$ cat src/rtl/clock_group_reset_sequencer_pkg.sv
`default_nettype none
// ============================================================================
// Module      : clkgrp_pkg
// Description : Shared state encoding and counter sizing for the clock group
//               reset sequencer and its per-member reset leaves.
// Revision    : 1.0 - initial release
// ============================================================================
package clkgrp_pkg;

    typedef logic [1:0] state_t;

    localparam state_t c_st_gate    = 2'd0;
    localparam state_t c_st_hold    = 2'd1;
    localparam state_t c_st_release = 2'd2;
    localparam state_t c_st_run     = 2'd3;

    // Wide enough to hold the largest of the three phase lengths.
    function automatic int cnt_width(input int gate_c, input int hold_c, input int stag_c);
        int m;
        m = gate_c;
        if (hold_c > m) m = hold_c;
        if (stag_c > m) m = stag_c;
        return $clog2(m + 1);
    endfunction

endpackage
`default_nettype wire

$ cat src/rtl/clock_group_reset_sequencer_if.sv
`default_nettype none
// ============================================================================
// Module      : clock_group_reset_sequencer_if
// Description : Group reset request, soft reset requests and the per-member
//               reset / clock-enable outputs of the sequencer.
// Revision    : 1.0 - initial release
// ============================================================================
interface clock_group_reset_sequencer_if #(
    parameter int NUM_MEMBERS = 4
);
    logic                   in_reset;
    logic [NUM_MEMBERS-1:0] soft_reset_req;
    logic [NUM_MEMBERS-1:0] out_reset;
    logic [NUM_MEMBERS-1:0] out_clock_en;
    logic                   ready;
    logic                   busy;

    modport master (
        output in_reset,
        output soft_reset_req,
        input  out_reset,
        input  out_clock_en,
        input  ready,
        input  busy
    );

    modport slave (
        input  in_reset,
        input  soft_reset_req,
        output out_reset,
        output out_clock_en,
        output ready,
        output busy
    );
endinterface
`default_nettype wire

$ cat src/rtl/clock_group_reset_sequencer_member.sv
`default_nettype none
// ============================================================================
// Module      : clock_group_member_reset
// Description : One member's registered reset and clock enable, with its own
//               soft reset hold counter.
// Revision    : 1.0 - initial release
// ============================================================================
module clock_group_member_reset #(
    parameter int HOLD_CYCLES = 16,
    parameter int CNT_W       = 5
) (
    input  wire logic clock,
    input  wire logic reset,
    input  wire logic i_group_reset,
    input  wire logic i_enable,
    input  wire logic i_release,
    input  wire logic i_soft_req,
    output logic      o_reset,
    output logic      o_clock_en,
    output logic      o_soft_active_d
);

    localparam logic [CNT_W-1:0] c_hold = CNT_W'(HOLD_CYCLES);
    localparam logic [CNT_W-1:0] c_one  = CNT_W'(1);

    logic             r_reset_q;
    logic             w_reset_d;
    logic             r_clock_en_q;
    logic             w_clock_en_d;
    logic [CNT_W-1:0] r_cnt_q;
    logic [CNT_W-1:0] w_cnt_d;

    always_comb begin
        w_reset_d    = r_reset_q;
        w_clock_en_d = r_clock_en_q;
        w_cnt_d      = r_cnt_q;
        if (i_enable)  w_clock_en_d = 1'b1;
        if (i_release) w_reset_d    = 1'b0;
        // A new request restarts the hold even mid-soft-reset.
        if (i_soft_req) begin
            w_cnt_d   = c_hold;
            w_reset_d = 1'b1;
        end else if (r_cnt_q != '0) begin
            w_cnt_d = r_cnt_q - c_one;
            if (r_cnt_q == c_one) w_reset_d = 1'b0;
        end
        if (i_group_reset) begin
            w_reset_d    = 1'b1;
            w_clock_en_d = 1'b0;
            w_cnt_d      = '0;
        end
    end

    always_ff @(posedge clock) begin
        if (reset) begin
            r_reset_q    <= 1'b1;
            r_clock_en_q <= 1'b0;
            r_cnt_q      <= '0;
        end else begin
            r_reset_q    <= w_reset_d;
            r_clock_en_q <= w_clock_en_d;
            r_cnt_q      <= w_cnt_d;
        end
    end

    assign o_reset         = r_reset_q;
    assign o_clock_en      = r_clock_en_q;
    assign o_soft_active_d = (w_cnt_d != '0);

endmodule
`default_nettype wire

$ cat src/rtl/clock_group_reset_sequencer.sv
`default_nettype none
// ============================================================================
// Module      : clock_group_reset_sequencer
// Description : Sequences gate / hold / staggered release of a clock group's
//               member resets and handles per-member soft resets in RUN.
// Revision    : 1.0 - initial release
// ============================================================================
module clock_group_reset_sequencer
    import clkgrp_pkg::*;
#(
    parameter int NUM_MEMBERS    = 4,
    parameter int GATE_CYCLES    = 2,
    parameter int HOLD_CYCLES    = 16,
    parameter int STAGGER_CYCLES = 8
) (
    input  wire logic                  clock,
    input  wire logic                  reset,
    clock_group_reset_sequencer_if.slave bus
);

    localparam int CW = cnt_width(GATE_CYCLES, HOLD_CYCLES, STAGGER_CYCLES);
    localparam int IW = $clog2(NUM_MEMBERS) + 1;

    localparam logic [CW-1:0] c_gate_last = CW'(GATE_CYCLES - 1);
    localparam logic [CW-1:0] c_hold_last = CW'(HOLD_CYCLES - 1);
    localparam logic [CW-1:0] c_stag_last = CW'(STAGGER_CYCLES - 1);
    localparam logic [CW-1:0] c_ph_one    = CW'(1);
    localparam logic [IW-1:0] c_members   = IW'(NUM_MEMBERS);
    localparam logic [IW-1:0] c_idx_one   = IW'(1);

    state_t                 r_state_q;
    state_t                 w_state_d;
    logic [CW-1:0]          r_phase_q;
    logic [CW-1:0]          w_phase_d;
    logic [IW-1:0]          r_idx_q;
    logic [IW-1:0]          w_idx_d;
    logic                   r_ready_q;
    logic                   w_ready_d;
    logic                   r_busy_q;
    logic                   w_busy_d;
    logic                   w_enable;
    logic [NUM_MEMBERS-1:0] w_release;
    logic [NUM_MEMBERS-1:0] w_soft_req;
    logic [NUM_MEMBERS-1:0] w_soft_active_d;
    logic [NUM_MEMBERS-1:0] w_out_reset;
    logic [NUM_MEMBERS-1:0] w_out_clock_en;

    always_comb begin
        w_state_d = r_state_q;
        w_phase_d = r_phase_q;
        w_idx_d   = r_idx_q;
        w_enable  = 1'b0;
        w_release = '0;
        case (r_state_q)
            c_st_gate: begin
                if (r_phase_q == c_gate_last) begin
                    w_state_d = c_st_hold;
                    w_phase_d = '0;
                    w_enable  = 1'b1;
                end else begin
                    w_phase_d = r_phase_q + c_ph_one;
                end
            end
            c_st_hold: begin
                // Member 0 is released on the edge that enters RELEASE.
                if (r_phase_q == c_hold_last) begin
                    w_state_d    = c_st_release;
                    w_phase_d    = '0;
                    w_idx_d      = c_idx_one;
                    w_release[0] = 1'b1;
                end else begin
                    w_phase_d = r_phase_q + c_ph_one;
                end
            end
            c_st_release: begin
                if (r_idx_q == c_members) begin
                    w_state_d = c_st_run;
                    w_phase_d = '0;
                end else if (r_phase_q == c_stag_last) begin
                    for (int i = 0; i < NUM_MEMBERS; i++) begin
                        if (r_idx_q == IW'(i)) w_release[i] = 1'b1;
                    end
                    w_idx_d   = r_idx_q + c_idx_one;
                    w_phase_d = '0;
                end else begin
                    w_phase_d = r_phase_q + c_ph_one;
                end
            end
            default: begin
                w_state_d = r_state_q;
            end
        endcase
    end

    assign w_soft_req = bus.soft_reset_req & {NUM_MEMBERS{r_state_q == c_st_run}};
    assign w_ready_d  = (w_state_d == c_st_run) && !(|w_soft_active_d);
    assign w_busy_d   = (w_state_d != c_st_run);

    always_ff @(posedge clock) begin
        if (reset || bus.in_reset) begin
            r_state_q <= c_st_gate;
            r_phase_q <= '0;
            r_idx_q   <= '0;
            r_ready_q <= 1'b0;
            r_busy_q  <= 1'b1;
        end else begin
            r_state_q <= w_state_d;
            r_phase_q <= w_phase_d;
            r_idx_q   <= w_idx_d;
            r_ready_q <= w_ready_d;
            r_busy_q  <= w_busy_d;
        end
    end

    for (genvar g = 0; g < NUM_MEMBERS; g++) begin : g_member
        clock_group_member_reset #(
            .HOLD_CYCLES (HOLD_CYCLES),
            .CNT_W       (CW)
        ) u_member (
            .clock           (clock),
            .reset           (reset),
            .i_group_reset   (bus.in_reset),
            .i_enable        (w_enable),
            .i_release       (w_release[g]),
            .i_soft_req      (w_soft_req[g]),
            .o_reset         (w_out_reset[g]),
            .o_clock_en      (w_out_clock_en[g]),
            .o_soft_active_d (w_soft_active_d[g])
        );
    end

    assign bus.out_reset    = w_out_reset;
    assign bus.out_clock_en = w_out_clock_en;
    assign bus.ready        = r_ready_q;
    assign bus.busy         = r_busy_q;

endmodule
`default_nettype wire

$ cat src/flat_wrapper.sv
// flat-port wrapper written by rule: the top's interface ports become plain ports
module clock_group_reset_sequencer_flat import clkgrp_pkg::*;
#(
    parameter int NUM_MEMBERS    = 4,
    parameter int GATE_CYCLES    = 2,
    parameter int HOLD_CYCLES    = 16,
    parameter int STAGGER_CYCLES = 8
)
  (clock, reset, bus_in_reset, bus_soft_reset_req, bus_out_reset, bus_out_clock_en, bus_ready, bus_busy);
  clock_group_reset_sequencer_if #(.NUM_MEMBERS(NUM_MEMBERS)) bus_i ();
  input  wire logic clock;
  input  wire logic reset;
  input wire logic [$bits(bus_i.in_reset)-1:0] bus_in_reset;
  input wire logic [$bits(bus_i.soft_reset_req)-1:0] bus_soft_reset_req;
  output wire logic [$bits(bus_i.out_reset)-1:0] bus_out_reset;
  output wire logic [$bits(bus_i.out_clock_en)-1:0] bus_out_clock_en;
  output wire logic [$bits(bus_i.ready)-1:0] bus_ready;
  output wire logic [$bits(bus_i.busy)-1:0] bus_busy;
  assign bus_i.in_reset = bus_in_reset;
  assign bus_i.soft_reset_req = bus_soft_reset_req;
  assign bus_out_reset = bus_i.out_reset;
  assign bus_out_clock_en = bus_i.out_clock_en;
  assign bus_ready = bus_i.ready;
  assign bus_busy = bus_i.busy;
  clock_group_reset_sequencer #(.NUM_MEMBERS(NUM_MEMBERS), .GATE_CYCLES(GATE_CYCLES), .HOLD_CYCLES(HOLD_CYCLES), .STAGGER_CYCLES(STAGGER_CYCLES)) u_core (.clock(clock), .reset(reset), .bus(bus_i));
endmodule
$ cat config.mk
export PLATFORM = sky130hd
export DESIGN_NAME = clock_group_reset_sequencer_flat
export DESIGN_NICKNAME = d
export VERILOG_FILES = /design/src/rtl/clock_group_reset_sequencer_pkg.sv /design/src/rtl/clock_group_reset_sequencer_if.sv /design/src/rtl/clock_group_reset_sequencer_member.sv /design/src/rtl/clock_group_reset_sequencer.sv /design/src/flat_wrapper.sv
export SDC_FILE = /design/constraint.sdc
export NUM_CORES = 1
export LEC_CHECK = 0
export ABC_AREA = 1
export CAP_MARGIN = 5
export CORE_ASPECT_RATIO = 1.4
export CORE_MARGIN = 3
export CORE_UTILIZATION = 54
export DETAILED_ROUTE_END_ITERATION = 6
export PLACE_DENSITY_LB_ADDON = 0.25
export SYNTH_ARGS = -nofsm -noshare
export SYNTH_HDL_FRONTEND = slang
export SYNTH_HIERARCHICAL = 1
export SYNTH_SLANG_ARGS = --single-unit
$ cat constraint.sdc
create_clock -name clock -period 1.7 [get_ports clock]
set_clock_uncertainty 0.2 [all_clocks]
set_input_delay 0.17 -clock clock [delete_from_list [all_inputs] [get_ports clock]]
set_output_delay 0.17 -clock clock [all_outputs]
set_load 0.005 [all_outputs]
Word-level counts from Yosys, hierarchy flattened
Index checks and enable logic that the tools add are counted.
Word-level totals
  flip-flop bits (word level): 37
  input bits: 7
Operators by class
  add/sub/neg operators: 6
  eq/ne operators: 19
  multiplexer cells: 48
  bitwise gates (word level): 1
  reduce and logical (&&, ||, !) cells: 22
Operators with widths (number)
  5-bit 2-to-1 mux: 16
  5-bit nonzero test: 8
  5-bit by 1-bit == test with 1-bit output (second input constant): 5
  5-bit by 1-bit subtractor with 5-bit output (second input constant): 4
  1-bit 2-to-1 mux: 19
  5-bit one-hot mux with 3 select lines: 1
  3-bit 2-to-1 mux: 4
  3-bit OR reduction: 4
  4-bit 2-to-1 mux: 2
  2-bit == test (second input constant): 3
  3-bit by 2-bit == test with 1-bit output (second input constant): 2
  2-bit 2-to-1 mux: 3
  2-bit one-hot mux with 3 select lines: 1
  3-bit one-hot mux with 2 select lines: 1
  5-bit by 1-bit adder with 5-bit output (second input constant): 1
  5-bit by 3-bit == test with 1-bit output (second input constant): 1
  5-bit by 4-bit == test with 1-bit output (second input constant): 1
  4-bit bitwise AND: 1
  2-bit by 1-bit != test with 1-bit output (second input constant): 2
  2-bit != test (second input constant): 2
  4-bit AND reduction: 1
  4-bit OR reduction: 1
  3-bit by 1-bit adder with 3-bit output (second input constant): 1
  3-bit by 1-bit == test with 1-bit output (second input constant): 1
  other kinds (11): 11

Longest topological paths before layout
Gate-level depths: netlist of the first run.
  depth after elaboration: 8
  mapped depth: 14
  depth with buffers taken out: 13

By module
The synthesis of the first run kept the hierarchy.
Modules (own cells, without submodules)
  clock_group_member_reset: times used 4, cells an instance 57, area an instance 415.4 µm²
  clock_group_reset_sequencer: times used 1, cells an instance 153, area an instance 970.9 µm²

Worst setup path after synthesis of the first run
Ideal clock, no wire load.
  kind: flip-flop to flip-flop
  start: register u_core.r_phase_q[1]
  end: register u_core.r_ready_q (netlist: u_core/bus.ready)
  library setup time: 0.110 ns
  arrival time: 1.434 ns
  setup slack: -0.045 ns
  stages on the path, launching flop included: 14
  buffers on the path: 0
  clock period less this slack: 1.745 ns
  cells stage by stage: dfxtp_1 -> ha_1 -> nand2_2 -> nor2_1 -> ha_1 -> inv_1 -> nand2_1 -> nand2_1 -> nand2_1 -> nand3_1 -> nand2_1 -> clkinv_2 -> nand2_2 -> nor2_2
Between the ends
  word-level cells in the longest chain between the ends: 5
  elaborated cells between the ends (all ways): 7
  those cells by class: eq/ne (3); mux (3); reduce/logical (1)
RTL lines
  start, declared: RTL line clock_group_reset_sequencer.sv:33  | logic [CW-1:0] r_phase_q;
  start signal, assigned: RTL line clock_group_reset_sequencer.sv:108  | r_phase_q <= w_phase_d;
  5-bit by 4-bit == test with 1-bit output or 5-bit by 1-bit == test with 1-bit output (tied branches): RTL line clock_group_reset_sequencer.sv:66, clock_group_reset_sequencer.sv:56
  2-bit 2-to-1 mux (on tied branches): RTL line clock_group_reset_sequencer.sv:66, clock_group_reset_sequencer.sv:56
  2-bit one-hot mux with 3 select lines (*): RTL line clock_group_reset_sequencer.sv:54  | case (r_state_q)
  2-bit == test (*): RTL line clock_group_reset_sequencer.sv:96  | assign w_ready_d = (w_state_d == c_st_run) && !(|w_soft_active_d);
  1-bit logical AND (*): RTL line clock_group_reset_sequencer.sv:96
  end signal, assigned: RTL line clock_group_reset_sequencer.sv:110  | r_ready_q <= w_ready_d;
  end, declared: RTL line clock_group_reset_sequencer.sv:37  | logic r_ready_q;
Mark *: on every way between the ends. The rest lies on a longest branch, timed or not.
A chain may end at the register's enable or synchronous reset.

Final worst setup path of the first run
  start: register u_core.r_state_q[0]
  end: register u_core.r_ready_q (netlist: u_core/bus.ready)
Between the ends
  word-level cells in the longest chain between the ends: 8
  elaborated cells between the ends (all ways): 25
  those cells by class: eq/ne (4); mux (12); bitwise (1); reduce/logical (8)
RTL lines
  start, declared: RTL line clock_group_reset_sequencer.sv:31  | state_t r_state_q;
  start signal, assigned: RTL line clock_group_reset_sequencer.sv:101  | r_state_q <= c_st_gate;
  start signal, assigned: RTL line clock_group_reset_sequencer.sv:107  | r_state_q <= w_state_d;
  2-bit == test: RTL line clock_group_reset_sequencer.sv:95  | assign w_soft_req = bus.soft_reset_req & {NUM_MEMBERS{r_state_q == c_st_run}};
  4-bit bitwise AND: RTL line clock_group_reset_sequencer.sv:95
  via u_core.w_soft_req[0]: RTL line clock_group_reset_sequencer.sv:43  | logic [NUM_MEMBERS-1:0] w_soft_req;
  5-bit 2-to-1 mux: RTL line clock_group_reset_sequencer_member.sv:40  | if (i_soft_req) begin
  5-bit 2-to-1 mux: RTL line clock_group_reset_sequencer_member.sv:47  | if (i_group_reset) begin
  5-bit nonzero test: RTL line clock_group_reset_sequencer_member.sv:68  | assign o_soft_active_d = (w_cnt_d != '0);
  via u_core.w_soft_active_d[0]: RTL line clock_group_reset_sequencer.sv:44  | logic [NUM_MEMBERS-1:0] w_soft_active_d;
  4-bit OR reduction: RTL line clock_group_reset_sequencer.sv:96
  1-bit zero test: RTL line clock_group_reset_sequencer.sv:96
  1-bit logical AND: RTL line clock_group_reset_sequencer.sv:96
The timed path passes the listed nets, and every way through them passes these cells.

==> impl_metrics.ini, run 1 <==
[outcome]
status = finished, violations left
violations = setup timing

[placement]
place_hpwl_mm = 4.41
place_congestion = 0.890
preCtsSetupSlack_ns = -0.184
io_buffer_count = 16
placed_area_um2 = 3150

[detailed_routing]
drt_wl_total_mm = 6.61
routed_via_density = 5.10
ant_nets = 0
vias = 2590
drt_pre_antenna_iters = 4
drc = 0
wl_per_cell_um = 13.0
drt-initial-drc-count = 103

[synth]
synth_edf_count = 0
synthFlopType = dfxtp_1
yosysSeqAreaShare_pct = 30.4
synth_seq_cells = 40
synth_warnings = 6
async_reset_ff_share_pct = 0
avgSynthCellArea_um2 = 6.91
synth_cells = 381
syn_area_um2 = 2630
ys_types = 24
synth_nets = 415

[setup_path]
rr_worst_depth = 11
reg2reg_to = u_core/bus.ready$_SDFF_PP0_
crit_arrival_ns = 1.69
crit_type = flop to flop
crit_fanout = 5
startpoint_type = flop
r2r_slack_ns = -0.003
timing.rr.start = u_core/r_state_q[0]$_SDFF_PP0_
crit_end = u_core/bus.ready$_SDFF_PP0_
cp_data_required_time_ns = 1.69
crit_start = u_core/r_state_q[0]$_SDFF_PP0_
end_kind = flop

[final_layout]
layout.core_utilization_pct = 77.7
drive_gt1_share_pct = 32.3
syn_to_final_growth_pct = 36.0
nets = 480
fillers = 349
design_area_um2 = 3580
antennaDiodeCount = 0

[timing]
rsz0062_at_grt = yes
timing.final.crit_share_pct = 100
tightest_slew_ns = 0.328
fmaxAchievable_mhz = 587
fin_crit_ns = 1.70
setup_viol = 1
relSlewSlack_pct = 78.1
finalMaxSlewViolations = 0
fin_ws_ns = -0.00287
hold-worst-slack_ns = 0.298
hold_viol = 0

[die]
core_area_um2 = 4610
die_w_um = 65.0
fp.dieH_um = 88.6
io_pins = 17
initial_core_util_pct = 57.1
die_area_um2 = 5760
rows = 29

[power_and_ir_drop]
peakVddDrop_mv = 0.837
power.density_nw_per_um2 = 1730
p_leak_uw = 0.00175

[worst_hold_path]
min_path_type = flop to flop

[clocking]
htreeDepth = 2
clock-root-buffer = clkbuf_8
cts_buffer_depth = 2
cts_buffers = 5
insertion_delay_ns = 0.29
cts_tree = yes
clkTransAtPathRegs_ns = 0.07
cts_sinks = 40
hold_buffers = 0

[grt]
grt_usage_pct = 22.5
grt_pass1_vias = 2482
grt_overflow_total = 0
grt_pass1_wl_mm = 10.3
grt_max_degree = 29
antenna_found_initial = 0

[job]
cap_violations = 0
[sequential cells by signal (all words and copies together), names as in the netlist]
name,cells
u_core/r_phase_q,5
u_core/g_member.u_member/o_reset,4
u_core/r_idx_q,3
u_core/g_member.u_member/o_clock_en,4
u_core/bus.busy,1
u_core/bus.ready,1
u_core/r_state_q,2
u_core/g_member.u_member/r_cnt_q,20
[Yosys cell counts, types with 3 or more instances]
cell | count | area share (%)
nand4_1 | 18 | 4.3
nand3_1 | 21 | 4.0
xor2_1 | 4 | 1.3
nand3_4 | 4 | 2.7
a21oi_1 | 12 | 2.3
nor2_2 | 6 | 1.4
nor3_1 | 8 | 1.5
inv_2 | 4 | 0.57
nand2_2 | 11 | 2.6
nand3b_1 | 12 | 3.4
ha_1 | 27 | 13
dfxtp_1 | 40 | 30
nor2_4 | 4 | 1.7
nand2_1 | 93 | 13
inv_1 | 61 | 8.7
o21ai_0 | 3 | 0.57
nor2_1 | 46 | 6.6
[cells in the final DEF, fill, tap and decap left out, types with 7 or more instances in the layout]
cell and count:
nand2_2 20, inv_1 44, dfxtp_1 34, ha_4 13, nand3b_1 12, buf_4 44
ha_1 11, nor2_1 43, nand3_1 19, clkdlybuf4s50_1 16, a21oi_1 7, inv_2 19
nand4_1 18, nor3_1 8, clkbuf_8 7, nor2_4 9, nand2_1 81
[layer usage]
| layer | share of wire, % | vias up | global-route usage (%) |
|---|---|---|---|
| met5 | 0 | - | 0 |
| li1 | - | 1328 | - |
| met1 | 40 | 1203 | 23.5 |
| met4 | 1.9 | 0 | 8.49 |
| met3 | 2.9 | 13 | 3.81 |
| met2 | 56 | 46 | 44.1 |
[kinds of logic after synthesis]
family	synth area share, %
adders and majority gates	12.8
DFF	30.4
AOI/OAI and AO/OA	3.37
buffers and inverters	10.1
and+or+nand+nor	42.0
xor gates and xnor gates	1.33
[power breakdown]
group	internal (uW)	switching, uW	leakage (uW)
registers	1160	210	0.000327
logic	1850	2300	0.00138
clock network	361	301	0.0000503
[what timing repair did]
action                                  in CTS  in global routing
endpoints found under the setup margin      11                 20
pin swaps                                    4                 19
resized for setup                           22                 59
setup buffers                                0                  5
[final cells by class]
| cell class | instances | area, um2 | share of cell area [%] |
|---|---|---|---|
| clock buffer | 7 | 96.3 | 2.69 |
| inverter | 66 | 254 | 7.09 |
| multi-input combinational | 273 | 1850 | 51.8 |
| sequential | 40 | 808 | 22.6 |
| tap | 62 | 77.6 | 2.17 |
| timing repair buffer | 60 | 490 | 13.7 |
[critical path: stages (launching register included)]
cell and delay, ns:
dfxtp_2 0.34, ha_4 0.18, nand2_1 0.06, inv_1 0.05, nor2_2 0.20, nand2_1 0.12, nor2_1 0.15, nor2_1 0.07
nand2_1 0.08, nor2_1 0.05, nand2_1 0.08, nor2_2 0.03
[worst min path at each step]
stage                                                   startpoint                                             endpoint  slack, ns  cells past startpoint
3_5_place_dp   u_core/g_member[1].u_member/o_clock_en$_SDFFE_PP0P_  u_core/g_member[1].u_member/o_clock_en$_SDFFE_PP0P_       0.28                      2
3_3_place_gp   u_core/g_member[1].u_member/o_clock_en$_SDFFE_PP0P_  u_core/g_member[1].u_member/o_clock_en$_SDFFE_PP0P_       0.28                      2
5_1_grt             u_core/g_member[1].u_member/o_reset$_SDFF_PP1_       u_core/g_member[1].u_member/o_reset$_SDFF_PP1_       0.32                      2
6_report       u_core/g_member[3].u_member/o_clock_en$_SDFFE_PP0P_  u_core/g_member[3].u_member/o_clock_en$_SDFFE_PP0P_       0.30                      2
2_1_floorplan                                                reset    u_core/g_member[0].u_member/r_cnt_q[3]$_SDFF_PP0_       0.04                      1
4_1_cts        u_core/g_member[1].u_member/o_clock_en$_SDFFE_PP0P_  u_core/g_member[1].u_member/o_clock_en$_SDFFE_PP0P_       0.30                      2
[through the flow]
step / instances / total power, uW / TNS (ns)
after global placement: 496 / 4920 / -0.289
after floorplan: 381 / 3960 / 0
after global routing: 508 / 6770 / -0.356
after CTS: 503 / 5780 / -0.0258
final: 508 / 6190 / -0.00287
after detailed placement: 496 / 5010 / -0.418
Note: power is estimated with default switching activity, not from simulation.
==> run 2, diff against run 1 <==
--- a/config.mk
+++ b/config.mk
@@ -10,7 +10,9 @@
 export CORE_ASPECT_RATIO = 1.4
 export CORE_MARGIN = 3
 export CORE_UTILIZATION = 54
+export CTS_CLUSTER_SIZE = 28
 export DETAILED_ROUTE_END_ITERATION = 6
+export GPL_ROUTABILITY_DRIVEN = 0
 export PLACE_DENSITY_LB_ADDON = 0.25
 export SYNTH_ARGS = -nofsm -noshare
 export SYNTH_HDL_FRONTEND = slang
==> results of run 2 <==
No change in the layout: final DEF, timing and power equal those of run 1.
==> RTL change 1 (config.mk and constraints of run 2) <==
`GATE_CYCLES` is set to 2 in 2 places; all go to 1.
--- a/src/rtl/clock_group_reset_sequencer.sv
+++ b/src/rtl/clock_group_reset_sequencer.sv
@@ -9,7 +9,7 @@
     import clkgrp_pkg::*;
 #(
     parameter int NUM_MEMBERS    = 4,
-    parameter int GATE_CYCLES    = 2,
+    parameter int GATE_CYCLES    = 1,
     parameter int HOLD_CYCLES    = 16,
     parameter int STAGGER_CYCLES = 8
 ) (
--- a/src/flat_wrapper.sv
+++ b/src/flat_wrapper.sv
@@ -2,7 +2,7 @@
 module clock_group_reset_sequencer_flat import clkgrp_pkg::*;
 #(
     parameter int NUM_MEMBERS    = 4,
-    parameter int GATE_CYCLES    = 2,
+    parameter int GATE_CYCLES    = 1,
     parameter int HOLD_CYCLES    = 16,
     parameter int STAGGER_CYCLES = 8
 )
Function: changed (Yosys sat finds a counterexample within 4 cycles, from zero or initial values and one cycle with reset high).
==> RTL change 1 against run 2 <==
- the flow still finishes with violations (setup timing)
- setup slack worse by 16 ps
- largest power group unchanged
- final area is 1.6% lower
- worst hold slack better by 1.4 ps
- routed wire length is 3.1% lower
- area after synthesis is 0.67% higher
- maximum frequency is 0.95% lower
- synthesized cell count is 0.26% lower
- power is 0.77% higher
- first-iteration DRC count is 14% higher
- critical endpoint unchanged
- sequential cell count stayed put
- combinational power is 2% lower
==> RTL change 1: results (changes against run 2) <==
* Via Count at 2586 (-0.15%)
* Detailed placer's ending HPWL at 4740 um (+7.4%)
* Average routed wire per standard cell at 12.6 um (-3.1%)
* Port bufs at 16 (unchanged)
* Seq/Total Area, Yosys at 30.2% (-0.20 points)
* Finish-stage setup viols at 1 (unchanged)
* Mapped Nets at 414 (-0.24%)
* FF-to-FF End: u_core/bus.ready
* Ys Warns at 6 (unchanged)
* FFs w/ async S/R, synth at 0% (unchanged)
* Cell depth of the worst flop-to-flop path at 13 (+2)
* CP Max Fanout at 4 (-1)
* Via density at 5.09 (-0.15%)
* Setup WS post-layout at -19.2 ps (-16.3 ps)
* Antenna violations before repair at 0 (unchanged)
* Clock buffer depth at 2 (unchanged)
* Global-route wire length before repair at 10700 um (+4.2%)
* Largest registers: u_core/g_member.u_member/r_cnt_q: 20 flops, u_core/r_phase_q: 5 flops
* CTS Buf Count at 5 (unchanged)
* Placement Setup Slack at -191 ps (-7.56 ps)
* Inserted Diodes at 0 (unchanged)
* Worst ir drop on vdd at 1.59 mV (+90%)
* Hold Path End: u_core/g_member[0].u_member/o_clock_en
* Commonest cells in the netlist: nand2_1 (89), inv_1 (57), nor2_1 (47), dfxtp_1 (40), ha_1 (27)
* Switching Power at 2790 uW (-0.93%)
* Hold Crit Class: reg -> reg
* Number of global-route vias before repair at 2545 (+2.5%)
* Failing checks: setup timing
* Final nets at 479 (-0.21%)
* Total track usage at 23.2% (+0.74 points)
* Starting DRC count in detailed routing at 117 (+14%)
* Worst hold path stage count at 2 (unchanged)
* Lkg Pwr at 0.00174 uW (-0.90%)
* Rel. slew slack at 82.3% (+4.2 points)
* Inst Count DP at 498 (+0.40%)
* Gr ovfl total at 0 (unchanged)
* Share of layout cells above drive strength 1 at 30.7% (-1.6 points)
* Cell count after synthesis at 380 (-0.26%)
* Largest net degree at the start of global routing at 18 (-38%)
* Root Driver: clkbuf_8
* Top cells by area, synth: dfxtp_1 (30%), ha_1 (13%), nand2_1 (13%)
* R2R Path Start: u_core/r_phase_q[1]
* Distinct cells, synth at 23 (-4.2%)
* Status: finished, violations left
* WP data arrival at 1720 ps (+30 ps)
* Hold_sp: u_core/g_member[0].u_member/o_clock_en
* # DRC at 0 (unchanged)
* Area after DPL at 3190 um2 (+1.3%)
* Clock-pin slew on the worst setup and hold paths at 80 ps
* # H-tree levels at 2 (unchanged)
## RTL change 1: power by group through the flow
stage                     registers (uW)  logic (uW)  clock network (uW)
after floorplan                     1330        2640                   0
after global placement              1340        3630                   0
after detailed placement            1350        3750                   0
after CTS                           1330        3950                 827
after global routing                1380        4590                 860
final                               1340        4080                 809
## RTL change 1: worst max-delay path by stage
stage                                    from                to  slack (ps)  depth (start not counted)
after detailed placement         bus_in_reset  u_core/bus.ready        -190                         10
after CTS                 u_core/r_state_q[1]  u_core/bus.ready           3                         11
after floorplan           u_core/r_state_q[0]  u_core/bus.ready           3                         14
final                     u_core/r_phase_q[1]  u_core/bus.ready         -20                         13
after global routing      u_core/r_phase_q[1]  u_core/bus.ready         -90                         13
after global placement           bus_in_reset  u_core/bus.ready        -170                         10
## RTL change 1: worst max-delay path, cell delays in order (launching register included)
cell and delay (ps):
dfxtp_2 360, ha_4 150, nand2_4 60, nor2_4 120, ha_2 190, inv_2 40
nand2_4 70, nand2_2 60, nand2_2 70, nand3_2 80, nand2_2 70, inv_2 40
nand2_2 60, nor2_2 40
## RTL change 1: logic make-up after synthesis
group	after synthesis	share of synthesized area, %
simple gates	225	42.8
buf+inv	67	9.58
flops	40	30.2
fa+ha+maj	27	12.7
compound gates	17	3.35
xor+xnor	4	1.32
## RTL change 1: repair_timing
| item | 4_1_cts | 5_1_grt |
|---|---|---|
| setup buffers | 0 | 2 |
| cloned | 0 | 0 |
| resized for setup | 22 | 40 |
| pin swaps | 1 | 11 |
| hold buffers | 0 | 0 |
| setup endpoints to repair | 11 | 17 |
## RTL change 1: metrics by stage
step           hold slack (ps)  total power, uW  setup TNS, ps
3_5_place_dp               285             5100          -1120
6_report                   299             6230          -19.2
4_1_cts                    301             6110              0
2_1_floorplan             41.7             3960              0
3_3_place_gp               284             4970           -656
5_1_grt                    315             6830           -377
## RTL change 1: final cells by class
class | count | area [um2]
timing repair buffer | 59 | 487
inverter | 66 | 254
clock inverter | 3 | 46.3
multi-input combinational | 273 | 1780
clock buffer | 5 | 68.8
sequential | 40 | 813
fill | 360 | 1120
tap | 62 | 77.6
## RTL change 1: metal layers
metal	global-route usage, %	wire length, um	vias to the layer above
met1	24.8	2640	1196
met3	3.81	205	15
met4	10.9	163	0
li1	-	-	1321
met5	0	0	-
met2	43.8	3390	54
==> RTL change 2 (settings of run 2) <==
Without the edit above. Reset style: asynchronous (`reset`), changed in one clocked block.
--- a/src/rtl/clock_group_reset_sequencer_member.sv
+++ b/src/rtl/clock_group_reset_sequencer_member.sv
@@ -51,7 +51,7 @@
         end
     end
 
-    always_ff @(posedge clock) begin
+    always_ff @(posedge clock or posedge reset) begin
         if (reset) begin
             r_reset_q    <= 1'b1;
             r_clock_en_q <= 1'b0;
Check against the original RTL: differs if reset is asserted again (counterexample within 4 cycles, from zero or initial values and one cycle with reset high); with reset held inactive, the same outputs for 10 cycles.
==> RTL change 2 against run 2 <==
- the flow still finishes with violations (setup timing)
- global-route usage down 1.7 points
- area after synthesis up 6.5%
- sequential cell count unchanged
- routed wire length down 3.7%
- final area up 4.9%
- setup slack worse by 27 ps
- core utilization down 1.3 points
- worst hold slack worse by 190 ps
- synthesized cell count down 1.0%
- power down 10%
- critical path type unchanged
==> RTL change 2: results (changes against run 2) <==
* Status: finished, violations left
* Failing checks: setup timing
* Final wirelength at 6370 um (-3.7%)
* Cell depth of the worst flop-to-flop path at 13 (+2)
* Setup WS post-layout at -29.6 ps (-26.8 ps)
* WP data arrival at 1720 ps (+30 ps)
* # resized after CTS at 21 (-4.5%)
* Worst ir drop on vdd at 1.00 mV (+20%)
* Finish-stage setup viols at 1 (unchanged)
* CP max-delay cell: dfxtp_2
* WHS at 105 ps (-192 ps)
* Share of layout cells above drive strength 1 at 32.8% (+0.52 points)
* Detailed placer's ending HPWL at 4680 um (+6.1%)
* Commonest cells in the netlist: nand2_1 (93), inv_1 (81), nor2_1 (34), ha_1 (27), dfrtp_1 (24)
* Comb_multi_in at 253 (-7.3%)
* M1 GR Usage at 22.1% (-1.4 points)
* Layout non-clock buf frac at 14.1% (+0.36 points)
* Multi-input combinational area share at 46.6% (-5.2 points)
* Tap cells at 64 (+3.2%)
* Met3 GRT Util at 3.84% (+0.025 points)
* Invs w/o clock at 82 (+24%)
* Metal3 WL at 315 um (+63%)
* Largest net degree at the start of global routing at 14 (-52%)
* Number of global-route vias before repair at 2391 (-3.7%)
* Global-route wire length before repair at 9780 um (-4.6%)
* CP Max Fanout at 4 (-1)
* Critical Path Source: u_core/r_phase_q[0]
* Clock-pin slew on the worst setup and hold paths at 80 ps
* Power in the clock group at 916 uW (+38%)
* FFs w/ async S/R, synth at 70.0% (+70 points)
* Bufs w/o clock at 62 (+3.3%)
* Hold Crit Class: in -> async
* DR top layer: met4
* Part of the power in registers at 26.2% (+4.0 points)
* Sw frac at 40.9% (-4.6 points)
* Rel. slew slack at 81.3% (+3.2 points)
* Met2 usage at 38.5% (-5.6 points)
* Flop-to-flop setup slack at -30 ps (-30 ps)
* Via density at 5.03 (-1.4%)
* Setup TNS at -29.6 ps (-26.8 ps)
* Mapped Nets at 411 (-0.96%)
* Final-layout clock buffer total at 6 (-1)
* Starting DRC count in detailed routing at 68 (-34%)
* Final nets at 478 (-0.42%)
* Area after DPL at 3370 um2 (+7.0%)
* Lkg Pwr at 0.00195 uW (+11%)
* Routed length on met1 at 2540 um (-2.8%)
* Total track usage at 20.7% (-1.7 points)
* Met2 WL at 3330 um (-9.5%)
* FF/Latch Area at 953 um2 (+18%)
* Ys flop type: dfrtp_1
* Layout clock area frac at 3.53% (+0.84 points)
* Seq/Total Area, Yosys at 33.8% (+3.3 points)
* Post-layout minimum cycle time at 1730 ps (+26.8 ps)
[RTL change 2: cell types whose count changed in the layout (fill, tap and decap cells not counted), sizes merged, moves of 8 or more]
cell	delta
dfxtp	-28
nor3	-8
inv	+16
nor2	-8
dfrtp	+24
[RTL change 2: cell families after synthesis]
family	after synthesis	synth area share, %
and+or+nand+nor	205	38.2
xor gates and xnor gates	4	1.25
AOI/OAI and AO/OA	17	3.17
adders and majority gates	27	12.1
DFF	40	33.8
buffers and inverters	84	11.6
[RTL change 2: stage by stage]
step | util, % | std cells | total power, uW | setup slack, ps
5_1_grt | 76.4 | 509 | 6040 | -128
2_1_floorplan | - | 377 | 3460 | 0.698
3_5_place_dp | 68.6 | 499 | 4410 | -142
6_report | 76.4 | 509 | 5560 | -29.6
4_1_cts | 73.0 | 507 | 5450 | -46.7
3_3_place_gp | 68.6 | 499 | 4340 | -113
